==> config.mk <==
export PLATFORM = sky130hd
export DESIGN_NAME = mem_stream_reader_flat
export DESIGN_NICKNAME = d
export VERILOG_FILES = /design/src/rtl/mem_stream_reader_pkg.sv /design/src/rtl/mem_stream_reader_if.sv /design/src/rtl/mem_stream_reader_rd_fifo.sv /design/src/rtl/mem_stream_reader.sv /design/src/flat_wrapper.sv
export SDC_FILE = /design/constraint.sdc
export NUM_CORES = 1
export LEC_CHECK = 0
export ABC_AREA = 1
export CORE_MARGIN = 1.5
export CORE_UTILIZATION = 30
export CTS_BUF_LIST = sky130_fd_sc_hd__clkbuf_4
export DETAILED_ROUTE_END_ITERATION = 8
export PLACE_DENSITY_LB_ADDON = 0.05
export SYNTH_ARGS = -nofsm -noshare
export SYNTH_HDL_FRONTEND = slang
export SYNTH_SLANG_ARGS = --single-unit
==> constraint.sdc <==
create_clock -name clock -period 7.22 [get_ports clock]
set_input_delay 2.166 -clock clock [delete_from_list [all_inputs] [get_ports clock]]
set_output_delay 2.166 -clock clock [all_outputs]
set_load 0.01 [all_outputs]
==> src/rtl/mem_stream_reader_pkg.sv <==
// Shared types and helpers for the memory stream reader and its FIFO.
`ifndef CLOG2
`define CLOG2(x) $clog2(x)
`endif

package mem_stream_reader_pkg;

  // Burst controller states
  typedef enum logic [1:0] {
    IDLE  = 2'd0,
    RUN   = 2'd1,
    DRAIN = 2'd2,
    FIN   = 2'd3
  } state_t;

  // Output buffer depth; the read credit scheme is sized around it
  localparam int unsigned FIFO_ENTRIES = 3;

endpackage

==> src/rtl/mem_stream_reader_if.sv <==
// Memory read port plus output stream of the burst reader.
interface mem_stream_reader_if #(
  parameter int unsigned WIDTH = 8,
  parameter int unsigned DEPTH = 64
) ();

  localparam int unsigned AW = `CLOG2(DEPTH);

  logic             mem_rden;
  logic [AW-1:0]    mem_rdaddress;
  logic [WIDTH-1:0] mem_q;
  logic [WIDTH-1:0] out_data;
  logic             out_valid;
  logic             out_ready;
  logic             out_last;

  // Reader side: drives the memory request and the stream
  modport master (
    output mem_rden, mem_rdaddress,
    input  mem_q,
    output out_data, out_valid, out_last,
    input  out_ready
  );

  // Environment side: memory and stream consumer
  modport slave (
    input  mem_rden, mem_rdaddress,
    output mem_q,
    input  out_data, out_valid, out_last,
    output out_ready
  );

endinterface

==> src/rtl/mem_stream_reader_rd_fifo.sv <==
// Small synchronous FIFO buffering words returned by the memory.
module mem_rd_fifo #(
  parameter  int unsigned W  = 8,
  parameter  int unsigned D  = 3,
  localparam int unsigned CW = `CLOG2(D + 1),
  localparam int unsigned PW = `CLOG2(D)
) (
  input  logic          clock,
  input  logic          rst_n,
  input  logic          push,
  input  logic [W-1:0]  push_data,
  input  logic          pop,
  output logic [W-1:0]  pop_data,
  output logic          empty,
  output logic [CW-1:0] count
);

  logic [W-1:0]  entries [D];
  logic [PW-1:0] wr_ptr;
  logic [PW-1:0] rd_ptr;
  logic [CW-1:0] count_q;
  logic          full;
  logic          do_push;
  logic          do_pop;

  // Pointers wrap by explicit compare so D need not be a power of two
  function automatic logic [PW-1:0] ptr_inc(input logic [PW-1:0] p);
    return (p == PW'(D - 1)) ? '0 : p + PW'(1);
  endfunction

  assign full     = (count_q == CW'(D));
  assign empty    = (count_q == '0);
  assign do_push  = push && !full;
  assign do_pop   = pop && !empty;
  assign pop_data = entries[rd_ptr];
  assign count    = count_q;

  // Entry storage
  always_ff @(posedge clock or negedge rst_n) begin
    if (!rst_n) begin
      for (int unsigned i = 0; i < D; i++) entries[i] <= '0;
    end else if (do_push) begin
      entries[wr_ptr] <= push_data;
    end
  end

  // Pointers and occupancy; simultaneous push and pop keeps the count
  always_ff @(posedge clock or negedge rst_n) begin
    if (!rst_n) begin
      wr_ptr  <= '0;
      rd_ptr  <= '0;
      count_q <= '0;
    end else begin
      if (do_push) wr_ptr <= ptr_inc(wr_ptr);
      if (do_pop)  rd_ptr <= ptr_inc(rd_ptr);
      case ({do_push, do_pop})
        2'b10:   count_q <= count_q + CW'(1);
        2'b01:   count_q <= count_q - CW'(1);
        default: count_q <= count_q;
      endcase
    end
  end

  // The upstream credit scheme must never push into a full buffer
  assert property (@(posedge clock) disable iff (!rst_n) !(push && full));

endmodule

==> src/rtl/mem_stream_reader.sv <==
// Burst reader: fetches length words from base_addr and streams them out.
module mem_stream_reader
  import mem_stream_reader_pkg::*;
#(
  parameter  int unsigned WIDTH  = 8,
  parameter  int unsigned DEPTH  = 64,
  parameter  int unsigned FIFO_D = FIFO_ENTRIES,
  localparam int unsigned AW     = `CLOG2(DEPTH),
  localparam int unsigned LW     = `CLOG2(DEPTH + 1)
) (
  input  logic          clock,
  input  logic          rst_n,
  input  logic          start,
  input  logic [AW-1:0] base_addr,
  input  logic [LW-1:0] length,
  output logic          busy,
  output logic          done,
  mem_stream_reader_if.master bus
);

  localparam int unsigned CW  = `CLOG2(FIFO_D + 1);
  localparam int unsigned CRW = CW + 1;

  state_t        state_q, state_d;
  logic          rden_q, rden_d;
  logic          pend_q;
  logic [AW-1:0] raddr_q, raddr_d;
  logic [AW-1:0] next_addr_q, next_addr_d;
  logic [LW-1:0] len_q, len_d;
  logic [LW-1:0] issued_q, issued_d;
  logic [LW-1:0] pushed_q, pushed_d;
  logic [LW-1:0] beats_q, beats_d;
  logic          busy_q, done_q;

  logic           push;
  logic           pop;
  logic           fifo_empty;
  logic [CW-1:0]  fifo_count;
  logic [CW-1:0]  count_next;
  logic [CRW-1:0] credit_used;
  logic [WIDTH:0] push_word;
  logic [WIDTH:0] head_word;

  logic          cur_go;
  logic [AW-1:0] cur_addr;
  logic [LW-1:0] cur_len;
  logic [LW-1:0] cur_issued;

  // Next sequential address, wrapping at the top of memory
  function automatic logic [AW-1:0] addr_inc(input logic [AW-1:0] a);
    return (a == AW'(DEPTH - 1)) ? '0 : a + AW'(1);
  endfunction

  // A read issued last cycle returns data this cycle; tag the burst's final word
  assign push        = pend_q;
  assign push_word   = {(pushed_q == len_q - LW'(1)), bus.mem_q};
  assign pop         = !fifo_empty && bus.out_ready;
  assign count_next  = fifo_count + CW'(push) - CW'(pop);
  assign credit_used = CRW'(count_next) + CRW'(rden_q);

  mem_rd_fifo #(
    .W (WIDTH + 1),
    .D (FIFO_D)
  ) u_fifo (
    .clock     (clock),
    .rst_n     (rst_n),
    .push      (push),
    .push_data (push_word),
    .pop       (pop),
    .pop_data  (head_word),
    .empty     (fifo_empty),
    .count     (fifo_count)
  );

  // Next state, issue decision for the coming cycle, counter updates
  always_comb begin
    state_d     = state_q;
    len_d       = len_q;
    issued_d    = issued_q;
    next_addr_d = next_addr_q;
    raddr_d     = raddr_q;
    rden_d      = 1'b0;
    pushed_d    = push ? pushed_q + LW'(1) : pushed_q;
    beats_d     = pop ? beats_q + LW'(1) : beats_q;
    cur_go      = 1'b0;
    cur_addr    = next_addr_q;
    cur_len     = len_q;
    cur_issued  = issued_q;

    case (state_q)
      IDLE: begin
        if (start) begin
          len_d       = length;
          issued_d    = '0;
          pushed_d    = '0;
          beats_d     = '0;
          next_addr_d = base_addr;
          cur_go      = (length != '0);
          cur_addr    = base_addr;
          cur_len     = length;
          cur_issued  = '0;
          state_d     = (length == '0) ? FIN : RUN;
        end
      end
      RUN: begin
        cur_go = 1'b1;
        if (issued_q == len_q) state_d = DRAIN;
      end
      DRAIN: begin
        if (pop && (beats_q == len_q - LW'(1))) state_d = FIN;
      end
      FIN: begin
        state_d = IDLE;
      end
      default: begin
        state_d = IDLE;
      end
    endcase

    // Issue only if next cycle's buffer plus the read in flight leaves room
    if (cur_go && (cur_issued < cur_len) && (credit_used < CRW'(FIFO_D))) begin
      rden_d      = 1'b1;
      raddr_d     = cur_addr;
      next_addr_d = addr_inc(cur_addr);
      issued_d    = cur_issued + LW'(1);
    end
  end

  // State, counters and registered outputs
  always_ff @(posedge clock or negedge rst_n) begin
    if (!rst_n) begin
      state_q     <= IDLE;
      rden_q      <= 1'b0;
      pend_q      <= 1'b0;
      raddr_q     <= '0;
      next_addr_q <= '0;
      len_q       <= '0;
      issued_q    <= '0;
      pushed_q    <= '0;
      beats_q     <= '0;
      busy_q      <= 1'b0;
      done_q      <= 1'b0;
    end else begin
      state_q     <= state_d;
      rden_q      <= rden_d;
      pend_q      <= rden_q;
      raddr_q     <= raddr_d;
      next_addr_q <= next_addr_d;
      len_q       <= len_d;
      issued_q    <= issued_d;
      pushed_q    <= pushed_d;
      beats_q     <= beats_d;
      busy_q      <= (state_d != IDLE);
      done_q      <= (state_d == FIN);
    end
  end

  assign busy              = busy_q;
  assign done              = done_q;
  assign bus.mem_rden      = rden_q;
  assign bus.mem_rdaddress = raddr_q;
  assign bus.out_valid     = !fifo_empty;
  assign bus.out_data      = head_word[WIDTH-1:0];
  assign bus.out_last      = !fifo_empty && head_word[WIDTH];

endmodule
==> src/flat_wrapper.sv <==
// flat-port wrapper written by rule: the top's interface ports become plain ports
module mem_stream_reader_flat import mem_stream_reader_pkg::*;
#(
  parameter  int unsigned WIDTH  = 8,
  parameter  int unsigned DEPTH  = 64,
  parameter  int unsigned FIFO_D = FIFO_ENTRIES,
  localparam int unsigned AW     = `CLOG2(DEPTH),
  localparam int unsigned LW     = `CLOG2(DEPTH + 1)
)
  (clock, rst_n, start, base_addr, length, busy, done, bus_mem_rden, bus_mem_rdaddress, bus_mem_q, bus_out_data, bus_out_valid, bus_out_last, bus_out_ready);
  mem_stream_reader_if #(.WIDTH(WIDTH), .DEPTH(DEPTH)) bus_i ();
  input  logic clock;
  input  logic rst_n;
  input  logic start;
  input  logic [AW-1:0] base_addr;
  input  logic [LW-1:0] length;
  output logic busy;
  output logic done;
  output wire logic [$bits(bus_i.mem_rden)-1:0] bus_mem_rden;
  output wire logic [$bits(bus_i.mem_rdaddress)-1:0] bus_mem_rdaddress;
  input wire logic [$bits(bus_i.mem_q)-1:0] bus_mem_q;
  output wire logic [$bits(bus_i.out_data)-1:0] bus_out_data;
  output wire logic [$bits(bus_i.out_valid)-1:0] bus_out_valid;
  output wire logic [$bits(bus_i.out_last)-1:0] bus_out_last;
  input wire logic [$bits(bus_i.out_ready)-1:0] bus_out_ready;
  assign bus_mem_rden = bus_i.mem_rden;
  assign bus_mem_rdaddress = bus_i.mem_rdaddress;
  assign bus_i.mem_q = bus_mem_q;
  assign bus_out_data = bus_i.out_data;
  assign bus_out_valid = bus_i.out_valid;
  assign bus_out_last = bus_i.out_last;
  assign bus_i.out_ready = bus_out_ready;
  mem_stream_reader #(.WIDTH(WIDTH), .DEPTH(DEPTH), .FIFO_D(FIFO_D)) u_core (.clock(clock), .rst_n(rst_n), .start(start), .base_addr(base_addr), .length(length), .busy(busy), .done(done), .bus(bus_i));
endmodule
After elaboration in Yosys (flattened, before gate mapping) --
Cells that the tools add are included.
Storage, ports and cells: register bits 79, input port bits 25, output and inout port bits 19, logic and storage cells 97
Operators by class: add/sub/neg operators 12, order comparisons 5, equal/unequal tests 13, multiplexer cells 32, bitwise operators 2, reductions and logical operators 16
Operators by type and width (number):
- $mux W7 | 11
- $bwmux W27 | 1
- $mux W9 | 3
- $mux W6 | 4
- $add A7 B1 Y7 const B | 3
- $eq A7 B7 Y1 | 3
- $bmux W9 S2 | 1
- $demux W9 S2 | 1
- $eq A2 B2 Y1 const B | 7
- $mux W2 | 6
- $logic_and A1 B1 Y1 | 8
- $pmux W2 S4 | 1
- $logic_not A7 Y1 | 1
- $lt A7 B7 Y1 | 1
- $reduce_bool A7 Y1 | 1
- $sub A7 B1 Y7 const B | 1
- $add A2 B1 Y2 const B | 3
- $add A6 B1 Y6 const B | 1
- $eq A6 B6 Y1 const B | 1
- $ge A3 B3 Y1 const B | 2
- $not A2 Y3 | 2
- $eq A2 B1 Y1 const B | 2
- $logic_not A2 Y1 | 2
- $pmux W2 S2 | 1
- other kinds (10) | 13

Depth between registers and ports, before layout --
depth after elaboration 8, depth in mapped cells 17, mapped depth without buffers 15

Modules after synthesis --
A second synthesis with hierarchy kept.
Unflattened totals: cells, all modules 619, area total of the unflattened synthesis 4729.5 µm²
By module, submodules not included:
- mem_stream_reader | instances 1, cells each 401, area an instance 2950.3 µm², sequential area each 1151.1 µm²
- mem_rd_fifo | instances 1, cells each 218, area an instance 1779.2 µm², sequential area each 825.8 µm²

Worst setup path before layout --
OpenSTA, ideal clock, no wires.
path type input to register, from in bus_out_ready, to reg u_core.raddr_q[4], in the netlist u_core.bus.mem_rdaddress[4], library setup time 0.138 ns, data arrival time 4.260 ns, data required time 7.082 ns, slack 2.823 ns, stages 15, buffers on the path 1, path through o21ai_1 -> inv_1 -> ha_1 -> inv_1 -> ha_1 -> xnor2_1 -> xor2_1 -> ha_1 -> nand2_1 -> nand4_1 -> nor2_1 -> nand2_4 -> buf_6 -> nand2_1 -> o21ai_0
Between the ends: longest elaborated chain between the ends 5
RTL lines:
- from (decl) | RTL line flat_wrapper.sv:25 | input wire logic [$bits(bus_i.out_ready)-1:0] bus_out_ready;
- $logic_and A1 B1 Y1 | RTL line mem_stream_reader.sv:57 | assign pop = !fifo_empty && bus.out_ready;
- $sub A2 B1 Y2 | RTL line mem_stream_reader.sv:58 | assign count_next = fifo_count + CW'(push) - CW'(pop);
- $add A2 B1 Y3 | RTL line mem_stream_reader.sv:59 | assign credit_used = CRW'(count_next) + CRW'(rden_q);
- $lt A3 B2 Y1 | RTL line mem_stream_reader.sv:121 | if (cur_go && (cur_issued < cur_len) && (credit_used < CRW'(FIFO_D))) begin
- $logic_and A1 B1 Y1 | RTL line mem_stream_reader.sv:121
- to (signal assigned) | RTL line mem_stream_reader.sv:147 | raddr_q <= raddr_d;
- to (decl) | RTL line mem_stream_reader.sv:27 | logic [AW-1:0] raddr_q, raddr_d;
Every way passes these cells. A chain may end at the register's enable or synchronous reset.

Final worst setup path --
from in bus_out_ready, to reg u_core.issued_q[2]
Between the ends: longest elaborated chain between the ends 6
RTL lines:
- $logic_and A1 B1 Y1 | RTL line mem_stream_reader.sv:57
- $sub A2 B1 Y2 | RTL line mem_stream_reader.sv:58
- $add A2 B1 Y3 | RTL line mem_stream_reader.sv:59
- $lt A3 B2 Y1 | RTL line mem_stream_reader.sv:121
- $logic_and A1 B1 Y1 | RTL line mem_stream_reader.sv:121
- $mux W7 | RTL line mem_stream_reader.sv:121
- via u_core.issued_d[2] | RTL line mem_stream_reader.sv:30 | logic [LW-1:0] issued_q, issued_d;
- to (signal assigned) | RTL line mem_stream_reader.sv:150 | issued_q <= issued_d;
- to (decl) | RTL line mem_stream_reader.sv:30
The timed path passes the listed nets, and every way through them passes these cells.

==> flow_summary.ini <==
[timing]
period_minus_slack_ns = 4.80
rsz0062_at_grt = false
worst_pin_slew_ns = 1.09
fin_ws_ns = 2.42
finalHoldViolCount = 0
setup_violations = 0
timing.fmax_ghz = 0.208
skew_ns = 0.0230
setup_tns_ns = 0
finalCritPeriodShare_pct = 66.4
slew_headroom_pct = 26.9
maxSlewViolCount = 0

[critical_path]
crit_path_max_fanout = 25
worst_setup_path_start_kind = input pin
required_ns = 7.58
endpoint_kind = flip-flop
arrival_ns = 5.15
timing.rr.start = u_core.u_fifo.count[0]
worstSetupPathType = input pin to flip-flop
crit_path_start = bus_out_ready

[floorplan]
ios = 44
die_y_microns = 124
core_area_sq_mm = 0.0144
die_x_microns = 124
design.die.area_sq_mm = 0.0154
rows = 44
start_util_pct = 30.4

[clock_network]
cts_tree = done
clock_latency_ns = 0.45
clk_pin_slew_ns = 0.13
cts_buffers = 9
cts_root_buffer = clkbuf_4
postCtsSetupRepairBufs = 0
cts_resized = 0
clock_sinks = 79
cts.path.max_buffers = 2
cts_hold_buf = 0
h-tree-depth = 3

[grt]
antenna_found_initial = 0
grt-ovfl-total = 0
grt_max_degree = 69
first_global_vias = 3463
grt_pass1_wl_microns = 18300
track_usage_pct = 15.8

[synth]
synth_top_family_by_area = simple AND/OR/NAND/NOR gates
synth-xor-area-share_pct = 4.79
syn_nets = 588
yosys.area_share.simple_pct = 25.6
ys.warnings.count = 0
synth_compound_area_share_pct = 9.63
ys_seq_elements = 79
synthAdderAreaFrac_pct = 4.56
synth-seq-area-share_pct = 45.0
synthCells = 547
syn_area_per_cell_sq_um = 8.03
synthMuxAreaShare_pct = 2.05
netlist-cell-type-count = 33
synth.cell_area_sq_mm = 0.00439

[route]
drtAntennaViolNets = 0
drc_errors = 0
avgRoutedWirePerCell_microns = 14.2
routed_wl_microns = 11100
via_per_inst = 4.55
dr.pass1.iters = 5
num_vias = 3541
first_iter_violations = 179

[layout]
insertedDiodeCount = 0
area_growth_pct = 16.1
fin_nets = 633
final_common_cell = nand2_1
drive_above_1_share_pct = 7.23
final_cell_mix = nand2_1, dfrtp_1, inv_1
fin_cells = 779

[placed_design]
place_congestion = 0.783
io_buffers = 43
placed_cells = 765
hpwl_microns = 8040
pre_cts_ws_ns = 1.98

[worst_hold_path]
hold_path.class = flip-flop to flip-flop
hp-start = u_core.u_fifo.entries[10]

[outcome]
status = finished clean

[pwr]
p_leak_nw = 2.47
cellPowerDensity_mw_per_mm2 = 473
ir_drop_uv = 258

[job]
maxCapViolCount = 0
[layer usage]
metal	track usage [%]	wire, microns
met1	21.4	5520
met3	4.35	389
met4	3.84	113
met5	0	0
met2	25.2	5080
[cell type report]
class                           count  area, sq um
Clock inverter                      5         51.3
Clock buffer                        9         67.6
Fill cell                        1548         9330
Sequential cell                    79         1980
Inverter                           75          289
Timing Repair Buffer               44          435
Tap cell                          184          230
Multi-Input combinational cell    383         2050
[metrics by stage]
stage / area [sq um] / util [%] / total power [mW] / hold slack [ns]
floorplan: 4390 / - / 1.82 / 0.440
global placement: 4980 / 34.5 / 2.16 / 0.457
detailed placement: 4980 / 34.5 / 2.18 / 0.463
CTS: 5100 / 35.3 / 2.45 / 0.493
global route: 5100 / 35.3 / 2.66 / 0.514
finish: 5100 / 35.3 / 2.41 / 0.488
[critical path, stage by stage]
cell and delay (ns):
clkdlybuf4s50_1 0.40, o21ai_1 0.25, inv_1 0.24, ha_1 0.33
inv_1 0.04, ha_1 0.19, xnor2_1 0.17, xor2_1 0.21
ha_1 0.25, nand2_1 0.07, nand4_1 0.09, nor2_1 0.19
nand2_4 0.21, inv_4 0.21, nand2_1 0.06, o21ai_0 0.07
[power breakdown]
group	total, mW	internal [mW]	switching, mW
Combinational	1.34	0.521	0.822
Clock	0.258	0.0996	0.158
Sequential	0.810	0.654	0.156
[path summary, 6_finish.rpt]
kind	to	slack, ns	depth (start not counted)
setup / recovery	u_core.issued_q[2]	2.42	16
hold reg to reg	u_core.u_fifo.entries[10]	0.49	2
max in group asynchronous	u_core.issued_q[2]	4.53	2
hold / removal	u_core.u_fifo.entries[10]	0.49	2
setup reg to reg	u_core.issued_q[2]	3.87	15
min in group asynchronous	u_core.len_q[5]	1.54	1
[cell usage after synthesis, drive strengths merged]
cell type,instances,area (sq um)
nand4,5,31.3
nand2,158,611
nand3b,1,7.51
o21ai,54,274
or2,1,6.26
o21bai,1,7.51
xor2,17,149
inv,75,289
nor2,52,245
buf,7,66.3
a22oi,7,52.6
a21oi,16,80.1
nor3,8,55.1
xnor2,7,61.3
o221ai,1,8.76
mux2,8,90.1
ha,16,200
nand3,31,168
clkbuf,3,11.3
dfrtp,79,1980
[cell families (layout without fill, tap and decap cells)]
group,after synthesis,count (layout)
adder cells (fa/ha/maj),16,16
buffers and inverters,85,133
XOR/XNOR,24,24
multiplexers,8,8
AND/OR/NAND/NOR,256,256
flip-flops,79,79
AO/OA/AOI/OAI,79,79
[sequential cells by signal, summed over array words and instances (netlist names)]
register	flops
u_core.issued_q	7
u_core.pushed_q	7
u_core.u_fifo.rd_ptr	2
u_core.done	1
u_core.busy	1
u_core.bus.mem_rdaddress	6
u_core.u_fifo.entries	27
u_core.u_fifo.wr_ptr	2
u_core.len_q	7
u_core.state_q	2
u_core.next_addr_q	6
u_core.bus.mem_rden	1
u_core.pend_q	1
u_core.u_fifo.count	2
u_core.beats_q	7
Note: power is estimated with default switching activity, not from simulation.
